$ cat src/rtl/press_classifier.sv
// ---------------------------------------------------------------------------
// press_classifier
//
// Turns the debounced button level into gesture events. Each gesture
// produces exactly one single-cycle pulse:
//   short  - one press released, and no second press within DBL_TICKS cycles
//   double - a second press starts within the double window
//   long   - the first press stays held for LONG_TICKS cycles
// holding is a level output. It goes high with long_pulse and drops when
// the long press is released.
//
// Ports:
//   dclk          sole clock; all state updates on its rising edge
//   rst           asynchronous active-high reset
//   In            debounced button level (1 = pressed), synchronous to dclk
//   short_pulse   one-cycle pulse: single short press recognised
//   double_pulse  one-cycle pulse: second press inside the double window
//   long_pulse    one-cycle pulse: first press held LONG_TICKS cycles
//   holding       level: high from long_pulse until the button is released
// ---------------------------------------------------------------------------
module press_classifier #(
   parameter int LONG_TICKS = 8,
   parameter int DBL_TICKS  = 5,
   parameter int CNT_W      = 16
) (
   input  logic dclk,
   input  logic rst,
   input  logic In,
   output logic short_pulse,
   output logic double_pulse,
   output logic long_pulse,
   output logic holding
);

   localparam logic [2:0] S_IDLE   = 3'd0;
   localparam logic [2:0] S_PRESS1 = 3'd1;
   localparam logic [2:0] S_WAIT2  = 3'd2;
   localparam logic [2:0] S_LONG   = 3'd3;
   localparam logic [2:0] S_DRAIN  = 3'd4;

   localparam logic [CNT_W-1:0] LONG_LAST = CNT_W'(LONG_TICKS - 1);
   localparam logic [CNT_W-1:0] DBL_LAST  = CNT_W'(DBL_TICKS - 1);

   logic [2:0]       state_q, state_d;
   logic [CNT_W-1:0] cnt_q, cnt_d;
   logic             last_q;
   logic             short_q, short_d;
   logic             double_q, double_d;
   logic             long_q, long_d;
   logic             holding_q, holding_d;

   logic rise;
   logic fall;

   assign rise = In & ~last_q;
   assign fall = ~In & last_q;

   always_comb begin
      state_d   = state_q;
      short_d   = 1'b0;
      double_d  = 1'b0;
      long_d    = 1'b0;
      holding_d = holding_q;

      case (state_q)
         S_IDLE: begin
            if (rise) begin
               state_d = S_PRESS1;
            end
         end
         S_PRESS1: begin
            // A release takes priority over reaching the long limit.
            if (fall) begin
               state_d = S_WAIT2;
            end else if (cnt_q == LONG_LAST) begin
               long_d    = 1'b1;
               holding_d = 1'b1;
               state_d   = S_LONG;
            end
         end
         S_WAIT2: begin
            // A second press on the timeout edge still counts as double.
            if (rise) begin
               double_d = 1'b1;
               state_d  = S_DRAIN;
            end else if (cnt_q == DBL_LAST) begin
               short_d = 1'b1;
               state_d = S_IDLE;
            end
         end
         S_LONG: begin
            if (fall) begin
               holding_d = 1'b0;
               state_d   = S_IDLE;
            end
         end
         S_DRAIN: begin
            if (fall) begin
               state_d = S_IDLE;
            end
         end
         default: begin
            state_d   = S_IDLE;
            holding_d = 1'b0;
         end
      endcase
   end

   // The counter restarts on every state change and otherwise saturates,
   // so it can never wrap back onto a compare value.
   always_comb begin
      if (state_d != state_q) begin
         cnt_d = '0;
      end else if (cnt_q != {CNT_W{1'b1}}) begin
         cnt_d = cnt_q + 1'b1;
      end else begin
         cnt_d = cnt_q;
      end
   end

   // last_q resets to 1. A button held through reset then produces no
   // rise until it has been released.
   always_ff @(posedge dclk or posedge rst) begin
      if (rst) begin
         state_q   <= S_IDLE;
         cnt_q     <= '0;
         last_q    <= 1'b1;
         short_q   <= 1'b0;
         double_q  <= 1'b0;
         long_q    <= 1'b0;
         holding_q <= 1'b0;
      end else begin
         state_q   <= state_d;
         cnt_q     <= cnt_d;
         last_q    <= In;
         short_q   <= short_d;
         double_q  <= double_d;
         long_q    <= long_d;
         holding_q <= holding_d;
      end
   end

   assign short_pulse  = short_q;
   assign double_pulse = double_q;
   assign long_pulse   = long_q;
   assign holding      = holding_q;

endmodule

$ cat config.mk
export PLATFORM = sky130hd
export DESIGN_NAME = press_classifier
export DESIGN_NICKNAME = d
export VERILOG_FILES = /design/src/rtl/press_classifier.sv
export SDC_FILE = /design/constraint.sdc
export NUM_CORES = 1
export LEC_CHECK = 0
export BUFFER_PORTS_ARGS = -buffer_cell sky130_fd_sc_hd__buf_2
export CORE_MARGIN = 1
export CORE_UTILIZATION = 55
export CTS_CLUSTER_DIAMETER = 100
export DETAILED_ROUTE_END_ITERATION = 8
export GPL_TIMING_DRIVEN = 0
export HOLD_SLACK_MARGIN = 0.15
export PLACE_DENSITY = 0.83
export SLEW_MARGIN = 0
export SYNTH_ARGS = -nofsm -noshare
export SYNTH_HDL_FRONTEND = slang
export SYNTH_SLANG_ARGS = --single-unit
$ cat constraint.sdc
create_clock -name dclk -period 3.7 [get_ports dclk]
set_clock_uncertainty 0.2 [all_clocks]
set_input_delay 0.185 -clock dclk [delete_from_list [all_inputs] [get_ports dclk]]
set_output_delay 0.185 -clock dclk [all_outputs]
set_load 0.05 [all_outputs]
; Word-level counts from Yosys, hierarchy flattened
; Index checks and enable logic that the tools add are counted.
[totals]
reg_bits = 24
input_bits = 3
out_inout_bits = 4
wordCells = 50
[classes]
addsub = 1
n_eq_ne = 11
mux = 21
bitwise = 5
n_reduce_logical = 5
[op_table]
columns = operator, n
row1 = $eq 16x3->1 const B, 2
row2 = $mux 16, 2
row3 = $mux 3, 6
row4 = $add 16x1->16 const B, 1
row5 = $ne 16x16->1 const B, 1
row6 = $pmux 3 s4, 1
row7 = $mux 1, 11
row8 = $eq 3x2->1 const B, 2
row9 = $ne 2x2->1 const B, 3
row10 = $reduce_and 4->1, 1
row11 = $eq 3x1->1 const B, 1
row12 = $eq 3x3->1 const B, 1
row13 = $logic_not 3->1, 1
row14 = $ne 3x3->1, 1
row15 = $not 1->1, 3
row16 = $pmux 1 s3, 1
row17 = $reduce_or 3->1, 1
row18 = $and 1x1->1, 2
row19 = $reduce_bool 2->1, 1
row20 = $reduce_or 2->1, 1

; Logic depth before layout (Yosys ltp)
; Gate-level depths: netlist of run 1.
[logic_depth]
ltp_word = 6
depth_mapped = 7
depth_no_buf = 6

; Worst setup path after synthesis of run 1
; Ideal clock, no wire load.
[synth_timing]
kind = register to register
from = reg cnt_q[1]
to = reg cnt_q[10]
t_arrival_ps = 1676
t_required_ps = 3389
path_slack_ps = 1712
stages_incl_launch_ff = 7
path_buffers = 1
synth_period_minus_slack_ps = 1988
cell_sequence = dfrtp_1 > ha_1 > nand4_1 > nor4_4 > buf_4 > nor3_1 > a2111oi_2
[synth_between]
elab_chain_len = 6
word_cells_on_any_way = 13
[synth_rtl]
columns = item, line
row1 = start: declaration, 45  ; logic [CNT_W-1:0] cnt_q, cnt_d;
row2 = start signal: assignment, 134  ; cnt_q <= cnt_d;
row3 = $eq 16x3->1 (on tied branches), "86, 75"
row4 = $mux 3 (on tied branches), "86, 75"
row5 = $mux 3 (on tied branches), "83, 73"
row6 = $pmux 3 s4, 65  ; case (state_q)
row7 = $ne 3x3->1, 112  ; if (state_d != state_q) begin
row8 = $mux 16 or $reduce_bool 2->1 (tied branches), --
; Parallel ways exist; a longest one is shown, timed or not. The select of a mux whose other input is x is not followed.
; A chain may end at the register's enable or synchronous reset.

; Worst setup path in the final report of run 1
; Ends and elaborated chain as after synthesis.

==> results of run 1 <==
-- worst reg2reg max path, cell delays in order (launching register included) --
cell and delay [ns]:
sky130_fd_sc_hd__dfrtp_1 0.44, sky130_fd_sc_hd__ha_1 0.28, sky130_fd_sc_hd__nand4_1 0.26, sky130_fd_sc_hd__nor4_4 0.43, sky130_fd_sc_hd__buf_4 0.27, sky130_fd_sc_hd__nor3_1 0.07
sky130_fd_sc_hd__a2111oi_2 0.32
-- kinds of logic (layout without fill, tap and decap cells) --
group / after synthesis / in the layout / synth area share
buf+inv: 14 / 26 / 0.0482
fa+ha+maj: 2 / 2 / 0.0175
compound gates: 33 / 33 / 0.174
xor+xnor: 1 / 1 / 0.00614
flops: 24 / 24 / 0.422
simple gates: 73 / 73 / 0.318
mux: 2 / 2 / 0.0140
-- cell usage after synthesis (3+ instances only) --
library cell               number
sky130_fd_sc_hd__a211oi_1       5
sky130_fd_sc_hd__a211oi_2       3
sky130_fd_sc_hd__a21oi_1        5
sky130_fd_sc_hd__and4_1         3
sky130_fd_sc_hd__buf_2          4
sky130_fd_sc_hd__dfrtp_1       23
sky130_fd_sc_hd__inv_1          6
sky130_fd_sc_hd__nand2_1        6
sky130_fd_sc_hd__nand2b_1       4
sky130_fd_sc_hd__nand3_1        6
sky130_fd_sc_hd__nand4_1        7
sky130_fd_sc_hd__nor2_1         7
sky130_fd_sc_hd__nor2b_1        3
sky130_fd_sc_hd__nor3_1         7
sky130_fd_sc_hd__nor4_1         8
sky130_fd_sc_hd__o21ai_0        6
sky130_fd_sc_hd__o31ai_1        7
sky130_fd_sc_hd__or3_1          5
sky130_fd_sc_hd__or4_1          4
-- routing by layer --
| layer | global-route usage | part of all wire | vias to the layer above |
|---|---|---|---|
| li1 | - | - | 595 |
| met1 | 0.345 | 0.47 | 599 |
| met2 | 0.367 | 0.47 | 40 |
| met3 | 0.0287 | 0.054 | 4 |
| met4 | 0.0965 | 0.0095 | 0 |
| met5 | 0 | 0 | - |
-- worst min-delay path by stage --
stage / startpoint / end / slack [ns] / cells after the start
finish: holding / holding / 0.33 / 2
global route: In / last_q / 0.33 / 2
CTS: In / last_q / 0.32 / 2
detailed placement: In / last_q / 0.13 / 1
global placement: In / last_q / 0.12 / 1
floorplan: In / last_q / -0.01 / 0
-- power by group through the flow --
| stage | Combinational (mW) | Clock [mW] | Sequential (mW) |
|---|---|---|---|
| after CTS | 0.210 | 0.194 | 0.329 |
| after global routing | 0.232 | 0.205 | 0.336 |
| after floorplan | 0.138 | 0 | 0.351 |
| after global placement | 0.195 | 0 | 0.331 |
| final | 0.209 | 0.190 | 0.330 |
| after detailed placement | 0.206 | 0 | 0.334 |
-- layout by cell type (no fill, tap or decap), drive strengths merged, types with 2 or more instances in the layout --
cell type | Yosys | layout
inv | 6 | 6
o21ai | 6 | 6
nand2 | 6 | 6
clkbuf | 2 | 5
or3 | 5 | 5
a21oi | 6 | 6
nand4 | 8 | 8
dfrtp | 23 | 23
or2 | 2 | 2
ha | 2 | 2
or3b | 2 | 2
dlygate4sd3 | 0 | 2
nor3 | 7 | 7
or4 | 4 | 4
nand3 | 6 | 6
mux2i | 2 | 2
buf | 6 | 12
a211oi | 8 | 8
o31ai | 7 | 7
nor2 | 7 | 7
nand3b | 2 | 2
nor3b | 2 | 2
nand2b | 4 | 4
and4 | 3 | 3
nor4 | 9 | 9
nor2b | 3 | 3
-- through the flow --
stage	cell area (um2)	power, mW	hold slack [ns]
2_1_floorplan	1430	0.489	-0.0105
4_1_cts	1570	0.732	0.323
5_1_grt	1570	0.773	0.328
6_report	1570	0.728	0.327
3_5_place_dp	1500	0.540	0.129
3_3_place_gp	1500	0.526	0.118
-- flip-flops by register name, indices dropped and copies added (netlist names) --
register      cells
cnt_q            16
state_q           3
double_pulse      1
holding           1
last_q            1
long_pulse        1
short_pulse       1
-- layout make-up --
| class | instances | area share |
|---|---|---|
| multi-input cells | 111 | 0.483 |
| flip-flops and latches | 24 | 0.384 |
| repair buffers | 8 | 0.0319 |
| plain buffers | 8 | 0.0295 |
| well taps | 30 | 0.0239 |
| clock inverters | 1 | 0.0192 |
| clock buffers | 3 | 0.0144 |
| inverters | 6 | 0.0144 |
==> impl_metrics.csv, run 1 <==
group,metric,value,unit
layout,final_util,0.639,
hold_path,hold_path_class,"reg -> reg",
layout,regArea,602,um2
layout,final_cell_count_no_fill,191,
clock_tree,clkTransAtPathRegs,0.13,ns
setup_path,ff2ff_path_depth,6,
setup_path,crit_path_cell_trace,"ha_1 > nand4_1 > nor4_4 > buf_4 > nor3_1 > a2111oi_2",
setup_path,cp_data_required_time,3.72,ns
clock_tree,tritoncts_clock_tree,"built",
timing,rsz_0062_raised_after_global_routing,"no",
placement,dp_hpwl,2080,um
die,pin_count,7,
yosys,synth_fp_nets,154,
setup_path,path_max_fanout,10,
global_routing,antenna_found_initial,0,
global_routing,grt_start_max_net_pins,25,
global_routing,number_of_global_route_vias_before_repair,1056,
drt,routed-via-count,1238,
timing,maxClockFrequency,424,MHz
clock_tree,hold_buffers,2,
setup_path,cpPeakStageDelay,0.44,ns
die,full_die_area,2800,um2
yosys,synth_cell_types,42,
clock_tree,cts_resized,0,
yosys,synth_sequential_area_ratio,0.422,
die,fp.dieH,52.9,um
global_routing,gr_util_all_layers,0.242,
die,fp-row-count,18,
clock_tree,ctsLongestPathBuffers,2,
placement,gp_congestion,0.885,
drt,wl_per_cell,16.0,um
yosys,ys_dominant_reg_cell,"sky130_fd_sc_hd__dfrtp_1",
setup_path,path_buf_inv,1,
yosys,synth_seq_cells,24,
clock_tree,post_cts_setup_buffers,0,
setup_path,critical_path_class,"reg -> reg",
drt,drt-vias-per-instance,6.48,
yosys,synth_top_area_share,0.403,
placement,placement.setup.worst_slack,1.39,ns
timing,post_route_clock_period_utilization,0.637,
setup_path,crit_start,"cnt_q[1]",
yosys,synth-edff-count,0,
timing,worst_pin_slew,0.898,ns
die,initial_util,0.582,
setup_path,timing.critical_path.to_type,"flip-flop",
yosys,ys_async_sr_fraction,1.00,
layout,drive_gt1_frac,0.168,
pwr,share_clk_of_total_power,0.260,
setup_path,worst_ep_arrival_time,2.38,ns
die,chipWidth,52.9,um
yosys,number_of_instances_in_the_synthesized_netlist,149,
clock_tree,clkLatencyLatePin,0.31,ns
setup_path,rrSetupSlack,1.34,ns
setup_path,timing.rr.start,"cnt_q[1]",
job,count_of_max_cap_constraint_violations,0,
setup_path,reg2reg_to,"cnt_q[10]",
yosys,syn-cell-area,1430,um2
clock_tree,cts_root_buffer,"sky130_fd_sc_hd__clkbuf_4",
pwr,share_seq_of_total_power,0.453,
yosys,yosys-top-cells-area,"sky130_fd_sc_hd__dfrtp_1 40%, sky130_fd_sc_hd__o31ai_1 3.7%, sky130_fd_sc_hd__nor4_1 3.5%",
timing,finalMaxSlewViolations,0,
drt,drc,0,
status,result_of_the_run,"finished, final reports clean",
pwr,static-leakage-power,0.642,nW
clock_tree,numClockSinks,24,
pwr,switching_share_of_total_power,0.342,
clock_tree,cts-buffers-inserted,3,
clock_tree,count_of_h_tree_levels_built_during_cts,1,
pwr,ir_drop,0.325,mV
setup_path,crit_path_start_kind,"flip-flop",
setup_path,critPathCapture,"cnt_q[10]",
layout,final.fill_count,204,
drt,ant_nets,0,
die,core,2450,um2
setup_path,slowest_stage_cell_cp,"sky130_fd_sc_hd__dfrtp_1",
layout,area_growth,9.82,%
timing,period_needed,2.36,ns
pwr,power_per_cell_area,465,nW/um2
layout,insertedDiodeCount,0,
timing,hold_viol_final,0,
pwr,netSwitchingPower,249,uW
global_routing,grt-ovfl-total,0,
drt,detailedRoute.firstPassIterationCount,5,
drt,drt_wl_total,3050,um
layout,multiInputGateArea,757,um2
setup_path,crit_family,"simple AND/OR/NAND/NOR gates",
timing,finalSetupViolations,0,
timing,max_slew_margin,0.400,
yosys,synth_area_per_cell,9.58,um2
placement,place.port_buffers,6,
placement,place_inst,185,
timing,post-route-worst-setup-slack,1.34,ns
timing,setup-tns-final,0,ns
layout,final_net_count,167,
drt,drt_iter0_drc,42,
yosys,synth.largest_area_cell,"sky130_fd_sc_hd__dfrtp_1",
setup_path,crit_cells,6,
yosys,synth.yosys.warnings,0,
global_routing,wire_length_of_the_first_global_routing_pass,4930,um
pwr,pwr-share-comb,0.287,
pwr,p_int,479,uW
Power figures use the tool's default switching activity.
==> run 2, diff against run 1 <==
--- a/config.mk
+++ b/config.mk
@@ -7,12 +7,12 @@
 export LEC_CHECK = 0
 export BUFFER_PORTS_ARGS = -buffer_cell sky130_fd_sc_hd__buf_2
 export CORE_MARGIN = 1
-export CORE_UTILIZATION = 55
+export CORE_UTILIZATION = 54
 export CTS_CLUSTER_DIAMETER = 100
 export DETAILED_ROUTE_END_ITERATION = 8
 export GPL_TIMING_DRIVEN = 0
 export HOLD_SLACK_MARGIN = 0.15
-export PLACE_DENSITY = 0.83
+export PLACE_DENSITY = 0.84
 export SLEW_MARGIN = 0
 export SYNTH_ARGS = -nofsm -noshare
 export SYNTH_HDL_FRONTEND = slang
==> constraint.sdc (replaced) <==
create_clock -name dclk -period 2.1 [get_ports dclk]
set_clock_uncertainty 0.2 [all_clocks]
set_input_delay 0.105 -clock dclk [delete_from_list [all_inputs] [get_ports dclk]]
set_output_delay 0.105 -clock dclk [all_outputs]
set_load 0.05 [all_outputs]
==> impl_metrics.csv, run 2 (same netlist as run 1, synthesis figures left out) <==
group,metric,value,unit
global_routing,number_of_global_route_vias_before_repair,1173,
placement,placement.setup.worst_slack,-0.197,ns
timing,period_needed,2.16,ns
setup_path,crit_path_start_kind,"flip-flop",
clock_tree,cts-buffers-inserted,3,
drt,drt-vias-per-instance,6.99,
layout,layout_common_cells,"18 x sky130_fd_sc_hd__dfrtp_1, 12 x sky130_fd_sc_hd__buf_4",
clock_tree,clkTransAtPathRegs,0.13,ns
timing,max_slew_margin,0.401,
drt,drc,0,
die,chipWidth,53.4,um
status,failed_checks,"setup timing",
die,pin_count,7,
clock_tree,clkLatencyLatePin,0.32,ns
drt,routed-via-count,1454,
layout,insertedDiodeCount,0,
setup_path,cpPeakStageDelay,0.45,ns
die,fp.dieH,53.4,um
setup_path,critPathCapture,"cnt_q[13]",
drt,drt_wl_total,4340,um
job,count_of_max_cap_constraint_violations,0,
layout,final_util,0.742,
timing,post_route_clock_period_utilization,1.03,
timing,finalSetupViolations,10,
setup_path,path_max_fanout,6,
clock_tree,numClockSinks,24,
setup_path,slowest_stage_cell_cp,"sky130_fd_sc_hd__dfrtp_1",
setup_path,crit_start,"cnt_q[0]",
die,core,2480,um2
placement,placement_cell_area,1500,um2
setup_path,crit_family,"buffers and inverters",
timing,maxClockFrequency,462,MHz
timing,fin_hold_ws,0.257,ns
setup_path,rrSetupSlack,-0.06,ns
setup_path,ff2ff_path_depth,8,
drt,wl_per_cell,20.9,um
layout,final_net_count,184,
hold_path,hold_crit_depth,2,
drt,detailedRoute.firstPassIterationCount,4,
setup_path,worst_ep_arrival_time,2.18,ns
setup_path,path_buf_inv,4,
timing,worst_pin_slew,0.898,ns
global_routing,grt_start_max_net_pins,25,
hold_path,hold_path_class,"in -> reg",
placement,dp_hpwl,2330,um
layout,largest_register_ffs,16,
clock_tree,tritoncts_clock_tree,"built",
pwr,power_per_cell_area,748,nW/um2
setup_path,reg2reg_to,"cnt_q[13]",
layout,design_area,1840,um2
drt,drt_iter0_drc,81,
pwr,ir_drop,0.807,mV
die,initial_util,0.576,
timing,rsz_0062_raised_after_global_routing,"yes",
die,fp-row-count,18,
clock_tree,count_of_h_tree_levels_built_during_cts,1,
timing,hold_viol_final,0,
timing,finalMaxSlewViolations,0,
pwr,static-leakage-power,0.735,nW
layout,area_growth,28.7,%
setup_path,cp_data_required_time,2.11,ns
layout,drive_gt1_frac,0.348,
global_routing,antenna_found_initial,0,
drt,ant_nets,0,
global_routing,gr_util_all_layers,0.285,
global_routing,grt-ovfl-total,0,
status,result_of_the_run,"finished with violations",
layout,most_common_library_cell_in_the_layout_ignoring_fill_and_taps,"sky130_fd_sc_hd__dfrtp_1",
placement,place.port_buffers,6,
layout,biggest_regs,"cnt_q x16, state_q x3",
setup_path,crit_path_cell_trace,"buf_6 > nand4_1 > or2_1 > buf_6 > buf_4 > buf_4 > o31ai_4 > a211oi_2",
setup_path,timing.critical_path.to_type,"flip-flop",
clock_tree,ctsLongestPathBuffers,2,
clock_tree,cts_root_buffer,"sky130_fd_sc_hd__clkbuf_4",
placement,gp_congestion,0.852,
layout,registers.top_by_ff_count,"cnt_q",
timing,post-route-worst-setup-slack,-0.0645,ns
die,full_die_area,2850,um2
global_routing,wire_length_of_the_first_global_routing_pass,5730,um
setup_path,critical_path_class,"reg -> reg",
setup_path,timing.rr.start,"cnt_q[0]",
setup_path,crit_cells,8,
[run 2: cell count changes in the layout (fill, tap and decap cells not counted), moves of 3 or more]
cell and delta:
sky130_fd_sc_hd__buf_4 +11, sky130_fd_sc_hd__buf_6 +6, sky130_fd_sc_hd__dfrtp_1 -5, sky130_fd_sc_hd__dfrtp_2 +5, sky130_fd_sc_hd__buf_2 -3, sky130_fd_sc_hd__nor4_1 -3
sky130_fd_sc_hd__nor4_2 +3, sky130_fd_sc_hd__or4_1 -3, sky130_fd_sc_hd__or4_4 +3
[run 2: cell type report]
type / count / area, um2
inverters: 6 / 22.5
plain buffers: 8 / 61.3
well taps: 30 / 37.5
flip-flops and latches: 24 / 608
fillers: 157 / 639
clock buffers: 4 / 36.3
multi-input cells: 111 / 867
repair buffers: 25 / 205
[run 2: power by group]
| group | switching (mW) | internal, mW | total, mW | leakage (nW) |
|---|---|---|---|---|
| combinational | 0.298 | 0.225 | 0.523 | 0.399 |
| sequential | 0.0797 | 0.523 | 0.603 | 0.314 |
| clock | 0.144 | 0.106 | 0.250 | 0.0210 |
[run 2: worst min path at each step]
| stage | slack (ns) | end | start |
|---|---|---|---|
| floorplan | -0.09 | last_q | In |
| global placement | 0.04 | last_q | In |
| detailed placement | 0.05 | last_q | In |
| CTS | 0.25 | last_q | In |
| global route | 0.25 | last_q | In |
| finish | 0.26 | last_q | In |
[run 2: per-layer routing]
| layer | global-route usage | part of all wire |
|---|---|---|
| met1 | 0.351 | 0.37 |
| met2 | 0.502 | 0.50 |
| met3 | 0.0287 | 0.073 |
| met4 | 0.105 | 0.060 |
| met5 | 0 | 0 |
[run 2: timing repair]
item,4_1_cts,5_1_grt
pin swaps,4,13
gates resized for setup,5,35
gates cloned,0,1
setup buffers,5,12
hold buffers,2,0
setup endpoints to repair,13,14
hold endpoints to repair,30,0
[run 2: per-stage QoR]
step / power, mW / setup TNS [ns] / std cells
after floorplan: 0.862 / 0 / 149
after CTS: 1.23 / 0 / 196
final: 1.38 / -0.260 / 208
after detailed placement: 0.959 / -2.19 / 185
after global placement: 0.930 / -1.53 / 185
after global routing: 1.44 / -1.05 / 208
[run 2: worst reg2reg max path, delay by kind of cell (launching register included)]
kind / cells / cell delay [ns]
buffers and inverters: 4 / 0.59
AO/OA/AOI/OAI: 2 / 0.35
flip-flops: 1 / 0.45
AND/OR/NAND/NOR: 2 / 0.47
